--- src/rtl/serial_subtractor.sv ---
// Bit-serial two's-complement subtractor: computes a - b one bit per clock, LSB first,
// using a single borrow flop and a start/ready/done handshake.
module serial_subtractor #(
  parameter int WIDTH = 8
) (
  input  logic             clk,
  input  logic             rst_n,
  input  logic             start,
  input  logic [WIDTH-1:0] a,
  input  logic [WIDTH-1:0] b,
  output logic             ready,
  output logic             busy,
  output logic             done,
  output logic [WIDTH-1:0] diff,
  output logic             borrow,
  output logic             overflow
);

  localparam int CW = (WIDTH > 1) ? $clog2(WIDTH) : 1;
  localparam logic [CW-1:0] LAST = CW'(WIDTH - 1);

  localparam logic [1:0] IDLE  = 2'd0;
  localparam logic [1:0] SHIFT = 2'd1;
  localparam logic [1:0] DONE  = 2'd2;

  logic [1:0]       state;
  logic [WIDTH-1:0] a_sr;
  logic [WIDTH-1:0] b_sr;
  logic [WIDTH-1:0] pd;
  logic             bflop;
  logic [CW-1:0]    cnt;

  logic             ai;
  logic             bi;
  logic             d;
  logic             bout;
  logic             last_bit;
  logic [WIDTH-1:0] pd_next;

  // One full-subtractor cell; pd_next already contains the bit being produced this cycle.
  always_comb begin
    ai       = a_sr[0];
    bi       = b_sr[0];
    d        = ai ^ bi ^ bflop;
    bout     = (~ai & bi) | (~(ai ^ bi) & bflop);
    pd_next  = {d, pd[WIDTH-1:1]};
    last_bit = (cnt == LAST);
  end

  assign ready = (state == IDLE);
  assign busy  = (state == SHIFT);
  assign done  = (state == DONE);

  always_ff @(posedge clk or negedge rst_n) begin
    if (!rst_n) begin
      state <= IDLE;
      a_sr  <= '0;
      b_sr  <= '0;
      pd    <= '0;
      bflop <= 1'b0;
      cnt   <= '0;
    end else begin
      case (state)
        IDLE: begin
          if (start) begin
            a_sr  <= a;
            b_sr  <= b;
            pd    <= '0;
            bflop <= 1'b0;
            cnt   <= '0;
            state <= SHIFT;
          end
        end
        SHIFT: begin
          a_sr  <= a_sr >> 1;
          b_sr  <= b_sr >> 1;
          pd    <= pd_next;
          bflop <= bout;
          if (last_bit) begin
            state <= DONE;
          end else begin
            cnt <= cnt + 1'b1;
          end
        end
        DONE:    state <= IDLE;
        default: state <= IDLE;
      endcase
    end
  end

  // Result registers update only on the final bit so partial words never reach the outputs.
  always_ff @(posedge clk or negedge rst_n) begin
    if (!rst_n) begin
      diff     <= '0;
      borrow   <= 1'b0;
      overflow <= 1'b0;
    end else if (state == SHIFT && last_bit) begin
      diff     <= pd_next;
      borrow   <= bout;
      overflow <= (ai != bi) && (d != ai);
    end
  end

endmodule

--- config.mk ---
export PLATFORM = sky130hd
export DESIGN_NAME = serial_subtractor
export DESIGN_NICKNAME = d
export VERILOG_FILES = /design/src/rtl/serial_subtractor.sv
export SDC_FILE = /design/constraint.sdc
export NUM_CORES = 1
export LEC_CHECK = 0
export BUFFER_PORTS_ARGS = -buffer_cell sky130_fd_sc_hd__clkbuf_2
export CAP_MARGIN = 20
export CORE_ASPECT_RATIO = 0.9
export CORE_UTILIZATION = 33
export CTS_BUF_LIST = sky130_fd_sc_hd__clkbuf_16
export DETAILED_ROUTE_END_ITERATION = 12
export RECOVER_POWER = 25
export REMOVE_ABC_BUFFERS = 1
export SLEW_MARGIN = 20
export SYNTH_ARGS = -nofsm -noshare
export SYNTH_HDL_FRONTEND = slang
export SYNTH_SLANG_ARGS = --single-unit
--- constraint.sdc ---
create_clock -name clk -period 2.1 [get_ports clk]
set_clock_uncertainty 0.05 [all_clocks]
set_input_delay 0.105 -clock clk [delete_from_list [all_inputs] [get_ports clk]]
set_output_delay 0.105 -clock clk [all_outputs]
set_load 0.02 [all_outputs]
======== Word-level counts from Yosys, hierarchy flattened ========
Cells that the tools add are included.
word-level totals
  word-level logic and storage cells ...... 46
  bits of input ports ..................... 19
  output and inout port bits .............. 13
  bits in registers ....................... 40
operators by class
  bitwise gates (word level) .............. 7
  muxes and demuxes ....................... 14
  eq/ne operators ......................... 8
  reduce and logical (&&, ||, !) cells .... 7
  add/subtract/negate cells ............... 1
operators with widths
  operator                                                number
  one-hot mux 8 bit (2 select lines)                      3
  two-way mux 8 bit                                       3
  two-way mux 3 bit                                       2
  one-hot mux 3 bit (2 select lines)                      1
  two-way mux 2 bit                                       2
  inequality test 2 bit (second input constant)           2
  one-hot mux 2 bit (2 select lines)                      1
  AND reduction 2 bit                                     2
  adder 3 x 1 -> 3 bit (second input constant)            1
  == test 3 bit (second input constant)                   1
  AND reduction 3 bit                                     1
  bitwise AND 1 bit                                       2
  == test 2 x 1 -> 1 bit (second input constant)          1
  == test 2 bit (second input constant)                   1
  logical AND 1 bit                                       2
  logical NOT 2 bit                                       1
  inequality test 1 bit                                   2
  inequality test 2 x 1 -> 1 bit (second input constant)  1
  inverter 1 bit                                          2
  one-hot mux 1 bit (2 select lines)                      1
  nonzero test 2 bit                                      1
  bitwise XOR 1 bit                                       2
  two-way mux 1 bit                                       1
  bitwise OR 1 bit                                        1

======== Depth between registers and ports, before layout ========
Gate-level depths: netlist of the first run.
  depth in word-level cells ............... 5
  depth in mapped cells ................... 5
  mapped depth without buffers ............ 4

======== Least setup slack after synthesis of the first run ========
OpenSTA, ideal clock, no wires.
  path type ............................... reg2reg
  start point ............................. register cnt[0]
  end point ............................... register diff[1]
  stages on the path, launching flop included .. 6
  arrival ................................. 1412 ps
  path buffers ............................ 1
  data required time ...................... 1925 ps
  clock period less this slack ............ 1587 ps
  setup time .............................. 125 ps
  path slack .............................. 513 ps
  path through ............................ dfrtp_1 -> ha_1 -> ha_1 -> nand3b_1 -> buf_4 -> mux2_2
on the way
  longest elaborated chain between the ends .. 2
ends and longest elaborated chain
  what                    RTL line  source
  from (decl)             31        logic [CW-1:0] cnt;
  from (signal assigned)  82        cnt <= cnt + 1'b1;
  == test 3 bit           47        last_bit = (cnt == LAST);
  logical AND 1 bit       97        end else if (state == SHIFT && last_bit) begin
  to (signal assigned)    98        diff <= pd_next;
  to (decl)               14        output logic [WIDTH-1:0] diff,
No other way between the ends.
A chain may end at the register's enable or synchronous reset.

======== Worst setup path after layout of the first run ========
  start point ............................. register state[0]
  end point ............................... output busy
on the way
  longest elaborated chain between the ends .. 1
ends and longest elaborated chain
  what                    RTL line  source
  from (decl)             26        logic [1:0] state;
  from (signal assigned)  56        state <= IDLE;
  from (signal assigned)  71        state <= SHIFT;
  from (signal assigned)  80        state <= DONE;
  == test 2 x 1 -> 1 bit  51        assign busy = (state == SHIFT);
  to (decl)               12        output logic busy,
No other way between the ends.

==> results.toml, run 1 <==
[timing]
relSlewSlack = 0.3003
rsz0062_at_grt = "false"
hold_violations = 0
finalCriticalPeriod_ps = 1758
tns_ps = 0
maxSlewViolCount = 0
worst_pin_slew_ps = 1050
fmax_ghz = 0.5688
fin_crit_sh = 0.8372
setup-violations-final = 0

[placement]
io_buffers = 31
gp_congestion = 0.6981
hpwl_um = 2395
placed_cells = 243

[clocking]
clk_latency_ps = 280
cts_sinks = 39
post_cts_buffers = 0
h-tree-depth = 2
cts_buffer_depth = 2
cts_made_buffers = 5
cts_tree = "done"
root_buffer = "clkbuf_16"
path_clk_slew_ps = 60

[floorplanning]
die_y_um = 72.20
rows = 25
dieArea_mm2 = 0.005775
design.portCount = 32
start_util = 0.3438
die_x_um = 80.00
coreArea_mm2 = 0.005255

[worst_setup_path]
rrSetupSlack_ps = 400
start_kind = "flop"
crit_end = "busy"
cp_data_required_time_ps = 1950
path_class = "reg -> out"
worst_setup_path_end_kind = "output port"
critPathMaxFanout = 14
cp_top_family = "flip-flops"
timing.rr.end = "diff[1]$_DFFE_PN0P_"
path_cells = "nor2b_4 > buf_12 > clkbuf_2"
cp_slowest_stage_delay_ps = 570
reg2reg_depth = 5
cp.buffers_inverters = 2
crit_start = "state[0]$_DFFE_PN0P_"
critical_path_depth = 3
cp_slowest_cell = "dfrtp_1"
timing.rr.start = "cnt[0]$_DFFE_PN0P_"
arrival_ps = 1600

[synthesis]
synthMuxAreaShare = 0.05540
synth-xor-area-share = 0.004848
synth_compound_area_frac = 0.1593
avgSynthCellArea_um2 = 12.13
synth_edf_count = 0
ys_ff_latch = 39
synth_seq_area_share = 0.5402
ys_warn_count = 0
async_reset_ff_frac = 1.000
synth_fa_ha_area_frac = 0.03186
synth_top_family_by_area = "compound AO/OA/AOI/OAI gates"
netlist_area_mm2 = 0.001807
synthCells = 149
ys.flop_type = "dfrtp_1"
synth-simple-area-share = 0.1170
synth.distinct_cells = 31

[grt]
grt_max_degree = 21
grt_pass1_wl_um = 5975
track_usage = 0.1375
overflow = 0
antenna_found_initial = 0
grt_pass1_vias = 1249

[power_and_ir_drop]
finalPower_uw = 3251
power.leakage_uw = 0.001083
max-vdd-ir-drop_mv = 0.4640
power_density_mw_per_mm2 = 1500

[routing]
via_count = 1258
route.detailed.drc = 0
first_pass_iters = 8
drt_iter0_drc = 91
viasPerCell = 4.992
postRouteAntennaNets = 0
wl_um = 3493
post_drt_wl_per_cell_um = 13.86

[final_layout]
num_antenna_cells = 0
drive_gt1_frac = 0.2919
nets = 207
final_cells = 252
layout_common_cells = "39 x dfrtp_1, 30 x clkbuf_2, 24 x inv_1"
syn2layout_area_growth_pct = 19.94
final_common_cell = "dfrtp_1"

[hold_path]
hp-class = "in -> reg"

[run_status]
status = "completed"

[run]
cap_violations = 0
## through the flow
| stage | setup WS [ps] | hold WS [ps] | area [µm²] | utilization |
|---|---|---|---|---|
| 6_report | 341.8 | 19.45 | 2167 | 0.4124 |
| 5_1_grt | 276.7 | 40.07 | 2167 | 0.4124 |
| 3_5_place_dp | 392.8 | 47.19 | 2028 | 0.3860 |
| 2_1_floorplan | 435.1 | -240.6 | 1724 | - |
| 3_3_place_gp | 448.7 | 51.98 | 2028 | 0.3860 |
| 4_1_cts | 336.4 | 16.27 | 2176 | 0.4140 |
## state kept, by name (all words and copies together) (netlist names)
name / count
a_sr: 8
b_sr: 8
diff: 8
pd: 7
cnt: 3
state: 2
bflop: 1
borrow: 1
overflow: 1
## power breakdown
group / switching, µW / internal (µW)
combinational: 671 / 588
sequential: 198 / 1090
clock: 280 / 429
## timing repair
item / in CTS / in global routing
gates resized for setup: 0 / 0
hold endpoints to repair: 39 / 0
setup endpoints to repair: 0 / 0
hold buffers: 1 / 0
## final cells by class
class                      count  area [µm²]
clock buffer                   5       125.1
clock inverter                 3       12.51
fill                         509        3088
inverter                      22       82.58
multi-input combinational     77       665.6
sequential                    39       975.9
tap                           67       83.83
timing repair buffer          39       221.5
## per-layer routing
| layer | vias up | track usage | routed length, µm |
|---|---|---|---|
| met2 | 40 | 0.2165 | 1579 |
| met5 | - | 0 | 0 |
| li1 | 598 | - | - |
| met3 | 4 | 0.05283 | 217 |
| met4 | 0 | 0.03571 | 28 |
| met1 | 616 | 0.1782 | 1667 |
## worst min-delay path: cells and delay by family
family / cells / cell delay, ps
buf+inv: 1 / 80
compound gates: 1 / 70
simple gates: 1 / 60
## cells in the mapped netlist, types with 3 or more instances
library cell | instances | area share
dfrtp_1 | 39 | 0.54
inv_1 | 22 | 0.046
nor2b_1 | 15 | 0.052
a222oi_1 | 13 | 0.072
a22o_1 | 8 | 0.039
mux2_2 | 8 | 0.050
buf_2 | 6 | 0.017
buf_6 | 4 | 0.025
nand2b_1 | 4 | 0.014
ha_1 | 3 | 0.021
nand2_1 | 3 | 0.0062
nand3_1 | 3 | 0.0083
o221ai_1 | 3 | 0.015
## worst min path at each step
stage	slack (ps)	to	from	depth (start not counted)
floorplan	-240	a_sr[0]$_DFFE_PN0P_	rst_n	0
global placement	50	b_sr[7]$_DFFE_PN0P_	rst_n	2
detailed placement	50	b_sr[6]$_DFFE_PN0P_	rst_n	2
CTS	20	b_sr[7]$_DFFE_PN0P_	b[7]	3
global route	40	b_sr[7]$_DFFE_PN0P_	b[7]	3
finish	20	b_sr[7]$_DFFE_PN0P_	b[7]	3
## logic make-up (layout without fill, tap and decap cells)
group	after synthesis	count (layout)
AOI/OAI and AO/OA	31	31
and+or+nand+nor	32	32
buffers and inverters	33	69
adders and majority gates	4	4
muxes	9	9
DFF	39	39
xor gates and xnor gates	1	1
No activity file was read; power rests on OpenSTA's default activity.
==> run 2: changes to the inputs <==
--- a/config.mk
+++ b/config.mk
@@ -5,6 +5,7 @@
 export SDC_FILE = /design/constraint.sdc
 export NUM_CORES = 1
 export LEC_CHECK = 0
+export ABC_AREA = 1
 export BUFFER_PORTS_ARGS = -buffer_cell sky130_fd_sc_hd__clkbuf_2
 export CAP_MARGIN = 20
 export CORE_ASPECT_RATIO = 0.9
==> constraint.sdc (replaced) <==
create_clock -name clk -period 1.7 [get_ports clk]
set_clock_uncertainty 0.05 [all_clocks]
set_input_delay 0.085 -clock clk [delete_from_list [all_inputs] [get_ports clk]]
set_output_delay 0.085 -clock clk [all_outputs]
set_load 0.02 [all_outputs]
==> results.toml, run 2 <==
[run_status]
status = "completed"

[floorplanning]
coreArea_mm2 = 0.005318
die_y_um = 73.02
start_util = 0.3478
rows = 25
dieArea_mm2 = 0.005908
design.portCount = 32
die_x_um = 80.91

[routing]
wl_um = 3486
drt_iter0_drc = 106
via_count = 1413
route.detailed.drc = 0
postRouteAntennaNets = 0
viasPerCell = 4.588
post_drt_wl_per_cell_um = 11.32
first_pass_iters = 4

[synthesis]
synth-xor-area-share = 0
synth_top_family_by_area = "simple AND/OR/NAND/NOR gates"
async_reset_ff_frac = 1.000
synth_area_leader_cell = "dfrtp_1"
synthMuxAreaShare = 0
synth_top_area_share = 0.5277
ys.flop_type = "dfrtp_1"
yosys-top-cells-area = "dfrtp_1 53%, nand3_1 9.7%, nand2_1 9.3%"
synthCells = 202
synth.distinct_cells = 19
yosysMostFrequentCell = "nand2_1"
ys_warn_count = 0
synth-simple-area-share = 0.2801
synth_edf_count = 0
synth_compound_area_frac = 0.07510
netlist_area_mm2 = 0.001849
synth_seq_area_share = 0.5277
ys_ff_latch = 39
synth_commonest_cells = "46 x nand2_1, 39 x dfrtp_1, 36 x nand3_1, 26 x inv_1, 9 x o21ai_2"
avgSynthCellArea_um2 = 9.155
synth_fa_ha_area_frac = 0.03112

[worst_setup_path]
start_kind = "flop"
path_class = "reg -> out"
critPathMaxFanout = 14
worst_setup_path_end_kind = "output port"
cp_data_required_time_ps = 1560
arrival_ps = 1380

[power_and_ir_drop]
internal-power_uw = 2488
clkPwrFrac = 0.216
p_sw_frac = 0.3844
power_density_mw_per_mm2 = 1807
power_frac_seq = 0.373
max-vdd-ir-drop_mv = 0.7269
comb_power_share = 0.411
switching_power_uw = 1554
power.leakage_uw = 0.001183

[clocking]
cts_sinks = 39
cts_made_buffers = 5
cts_buffer_depth = 2
root_buffer = "clkbuf_16"
path_clk_slew_ps = 50
clk_latency_ps = 280
cts_tree = "done"
h-tree-depth = 2
cts.repair.resized = 0

[timing]
hold_violations = 0
fmax_ghz = 0.6607
worst_pin_slew_ps = 978.2
rsz0062_at_grt = "false"
fin_crit_sh = 0.8903
finalCriticalPeriod_ps = 1513
relSlewSlack = 0.3479
tns_ps = 0
maxSlewViolCount = 0
setup-violations-final = 0

[hold_path]
hp-class = "in -> reg"

[grt]
top_usage_layer = "met2"
antenna_found_initial = 0
use_met1 = 0.1739
grt_pass1_wl_um = 6127
overflow = 0
grt_util_met2 = 0.2166
use_met3 = 0.03875
track_usage = 0.1360
grt_pass1_vias = 1342
grt_max_degree = 40

[final_layout]
drive_gt1_frac = 0.2407
final_common_cell = "nand2_1"
final_area_mm2 = 0.002237
syn2layout_area_growth_pct = 20.97
layout_common_cells = "46 x nand2_1, 39 x dfrtp_1, 36 x nand3_1"
nets = 263
top_regs = "a_sr: 8 flops, b_sr: 8 flops, diff: 8 flops"
nFillCells = 542
num_antenna_cells = 0
final_core_util = 0.4207

[placement]
gp_congestion = 0.7088
hpwl_um = 2358
dpl_cell_area_mm2 = 0.002072
io_buffers = 31

[run]
cap_violations = 0
## run 2: changes by cell type in the layout (fill, tap and decap cells not counted), moves of 6 or more
| cell | delta |
|---|---|
| a222oi_1 | -13 |
| a22o_1 | -8 |
| mux2_2 | -8 |
| nand2_1 | +43 |
| nand3_1 | +33 |
| nand3b_1 | +6 |
| nor2_1 | +6 |
| nor2b_1 | -15 |
| o21ai_2 | +9 |
| o22ai_1 | +8 |
## run 2: metal layers
metal | vias up | routed length, µm
li1 | 731 | -
met1 | 653 | 1747
met2 | 24 | 1538
met3 | 5 | 149
met4 | 0 | 51
met5 | - | 0
## run 2: final cells by class
class,instances,area [µm²],share of cell area
clock buffers,5,125.1,0.05593
clock inverters,3,12.51,0.005593
inverters,28,105.1,0.04698
multi-input cells,127,714.4,0.3194
flip-flops and latches,39,975.9,0.4362
well taps,67,83.83,0.03747
repair buffers,39,220.2,0.09843
## run 2: worst max-delay path, cell delays in order, from the launching register on
cell      delay (ps)
dfrtp_1          470
inv_2            120
buf_4            210
nor2_1           120
clkbuf_2         180
## run 2: power groups by stage
| stage | combinational (µW) | clock [µW] | sequential [µW] |
|---|---|---|---|
| 6_report | 1660 | 871 | 1510 |
| 5_1_grt | 1900 | 936 | 1560 |
| 4_1_cts | 1700 | 896 | 1510 |
| 3_5_place_dp | 1690 | 0 | 1520 |
| 3_3_place_gp | 1660 | 0 | 1520 |
| 2_1_floorplan | 1120 | 0 | 1630 |
## run 2: logic make-up after synthesis
logic type | count (synthesis)
AOI/OAI and AO/OA | 19
adders and majority gates | 4
buffers and inverters | 36
DFF | 39
and+or+nand+nor | 104
## run 2: path summary, 6_finish.rpt
kind	start	end	slack, ps	cells past startpoint
min in group asynchronous	rst_n	diff[5]$_DFFE_PN0P_	540	3
hold / removal	b[3]	b_sr[3]$_DFFE_PN0P_	10	3
setup / recovery	state[1]$_DFFE_PN0P_	done	190	4
setup reg to reg	a_sr[0]$_DFFE_PN0P_	overflow$_DFFE_PN0P_	310	5
max in group asynchronous	rst_n	b_sr[3]$_DFFE_PN0P_	460	3
hold reg to reg	overflow$_DFFE_PN0P_	overflow$_DFFE_PN0P_	430	2
## run 2: timing repair
item                                   4_1_cts  5_1_grt
buffers inserted                             0        0
hold buffers                                 3        0
endpoints found under the hold margin       41        0
## run 2: through the flow
step | setup WS (ps) | power (µW) | std cells | hold WS [ps]
floorplan | 291.8 | 2746 | 194 | -260.6
global placement | 335.2 | 3183 | 297 | 130.5
detailed placement | 315.6 | 3216 | 297 | 123.6
CTS | 159.0 | 4111 | 308 | 20.48
global route | 103.4 | 4399 | 308 | 24.59
finish | 186.6 | 4042 | 308 | 14.86
==> run 3: changes to the inputs <==
--- a/config.mk
+++ b/config.mk
@@ -5,7 +5,6 @@
 export SDC_FILE = /design/constraint.sdc
 export NUM_CORES = 1
 export LEC_CHECK = 0
-export ABC_AREA = 1
 export BUFFER_PORTS_ARGS = -buffer_cell sky130_fd_sc_hd__clkbuf_2
 export CAP_MARGIN = 20
 export CORE_ASPECT_RATIO = 0.9
==> results.toml, run 3 (synthesis results as in run 1) <==
[power_and_ir_drop]
switching_power_uw = 1398
max-vdd-ir-drop_mv = 0.6991
internal-power_uw = 2732
comb_power_share = 0.375
power_frac_seq = 0.377
power.leakage_uw = 0.001103
power_density_mw_per_mm2 = 1855
p_sw_frac = 0.3384
clkPwrFrac = 0.249

[clocking]
path_clk_slew_ps = 50
cts_tree = "done"
cts_buffer_depth = 2
post_cts_buffers = 0
root_buffer = "clkbuf_16"
clk_latency_ps = 280
cts_made_buffers = 5
h-tree-depth = 2
cts_sinks = 39

[floorplanning]
design.portCount = 32
rows = 25
die_x_um = 80.00
coreArea_mm2 = 0.005255
die_y_um = 72.20
start_util = 0.3438
dieArea_mm2 = 0.005775

[placement]
hpwl_um = 2318
gp_congestion = 0.7312
io_buffers = 31

[routing]
viasPerCell = 4.941
route.detailed.drc = 0
first_pass_iters = 4
wl_um = 3401
postRouteAntennaNets = 0
post_drt_wl_per_cell_um = 13.39
via_count = 1255
drt_iter0_drc = 82

[worst_setup_path]
arrival_ps = 1740
cp_slowest_cell = "dfrtp_1"
path_class = "reg -> reg"
cp.buffers_inverters = 1
cp_top_family = "adder cells"
start_kind = "flop"
path_cells = "ha_1 > ha_1 > buf_4 > or2_2 > o221ai_1"
crit_top_cell = "ha_1"
cp_slowest_stage_delay_ps = 400
critPathMaxFanout = 6
cp_data_required_time_ps = 1830
worst_setup_path_end_kind = "flop"

[timing]
fmax_ghz = 0.6231
maxSlewViolCount = 0
worst_pin_slew_ps = 1024
fin_crit_sh = 0.9441
setup-violations-final = 0
relSlewSlack = 0.3175
finalCriticalPeriod_ps = 1605
rsz0062_at_grt = "false"
tns_ps = 0
hold_violations = 0

[final_layout]
syn2layout_area_growth_pct = 23.20
nFillCells = 518
layout_common_cells = "39 x dfrtp_1, 30 x clkbuf_2, 22 x inv_1"
final_common_cell = "dfrtp_1"
final_core_util = 0.4236
drive_gt1_frac = 0.3102
num_antenna_cells = 0
nets = 209
top_regs = "a_sr: 8 flops, b_sr: 8 flops, diff: 8 flops"

[run]
cap_violations = 0

[grt]
track_usage = 0.1397
grt_max_degree = 24
antenna_found_initial = 0
grt_pass1_vias = 1284
overflow = 0
grt_pass1_wl_um = 6030

[run_status]
status = "completed"

[hold_path]
hp-class = "in -> reg"
## run 3: final timing paths
path                                      startpoint                    to  slack [ps]  depth (start not counted)
worst max-delay path              cnt[0]$_DFFE_PN0P_    cnt[0]$_DFFE_PN0P_         100                          5
worst max register to register    cnt[0]$_DFFE_PN0P_    cnt[0]$_DFFE_PN0P_         100                          5
min in group asynchronous                      rst_n     pd[1]$_DFFE_PN0P_         450                          2
worst min register to register  overflow$_DFFE_PN0P_  overflow$_DFFE_PN0P_         440                          1
worst min-delay path                            a[7]   a_sr[7]$_DFFE_PN0P_          40                          3
max in group asynchronous                      rst_n  overflow$_DFFE_PN0P_         500                          3
## run 3: power by group through the flow
stage	Combinational (µW)	Sequential (µW)	Clock, µW
floorplan	954	1680	0
global placement	1520	1560	0
detailed placement	1560	1570	0
CTS	1560	1550	1060
global route	1720	1610	1100
finish	1550	1560	1030
## run 3: repair_timing
action                     CTS  global route
hold buffers                 2             0
resized for setup            0             1
hold endpoints to repair    18             0
setup endpoints to repair    0             8
## run 3: worst register-to-register path, delay by kind of cell, from the launching register on
family	cells	cell delay, ps
adder cells (fa/ha/maj)	2	410
flip-flops	1	400
AND/OR/NAND/NOR	1	310
AO/OA/AOI/OAI	1	200
buffers and inverters	1	160
## run 3: per-stage QoR
stage	instance area, µm²	instances	worst slack (ps)	power [µW]	hold WS [ps]
after floorplan	1724	138	35.07	2635	-260.6
after global placement	2036	244	138.1	3082	13.09
after detailed placement	2036	244	88.84	3123	15.63
after CTS	2220	254	81.68	4179	37.50
final	2226	254	95.10	4130	40.66
after global routing	2226	254	53.06	4430	72.20
## run 3: layout make-up
class                           instances  area [µm²]  area share
Tap cell                               67       83.83     0.03766
Sequential cell                        39       975.9      0.4384
Multi-Input combinational cell         77       673.1      0.3024
Clock inverter                          3       38.79     0.01743
Timing Repair Buffer                   41       246.5      0.1107
Inverter                               22       82.58     0.03710
Clock buffer                            5       125.1     0.05621
## run 3: per-layer routing
metal | wire (µm) | part of all wire | up-vias | GRT usage
met2 | 1522 | 0.45 | 34 | 0.2175
li1 | - | - | 610 | -
met1 | 1617 | 0.48 | 604 | 0.1767
met3 | 216 | 0.064 | 7 | 0.05660
met4 | 44 | 0.013 | 0 | 0.04762
met5 | 0 | 0 | - | 0
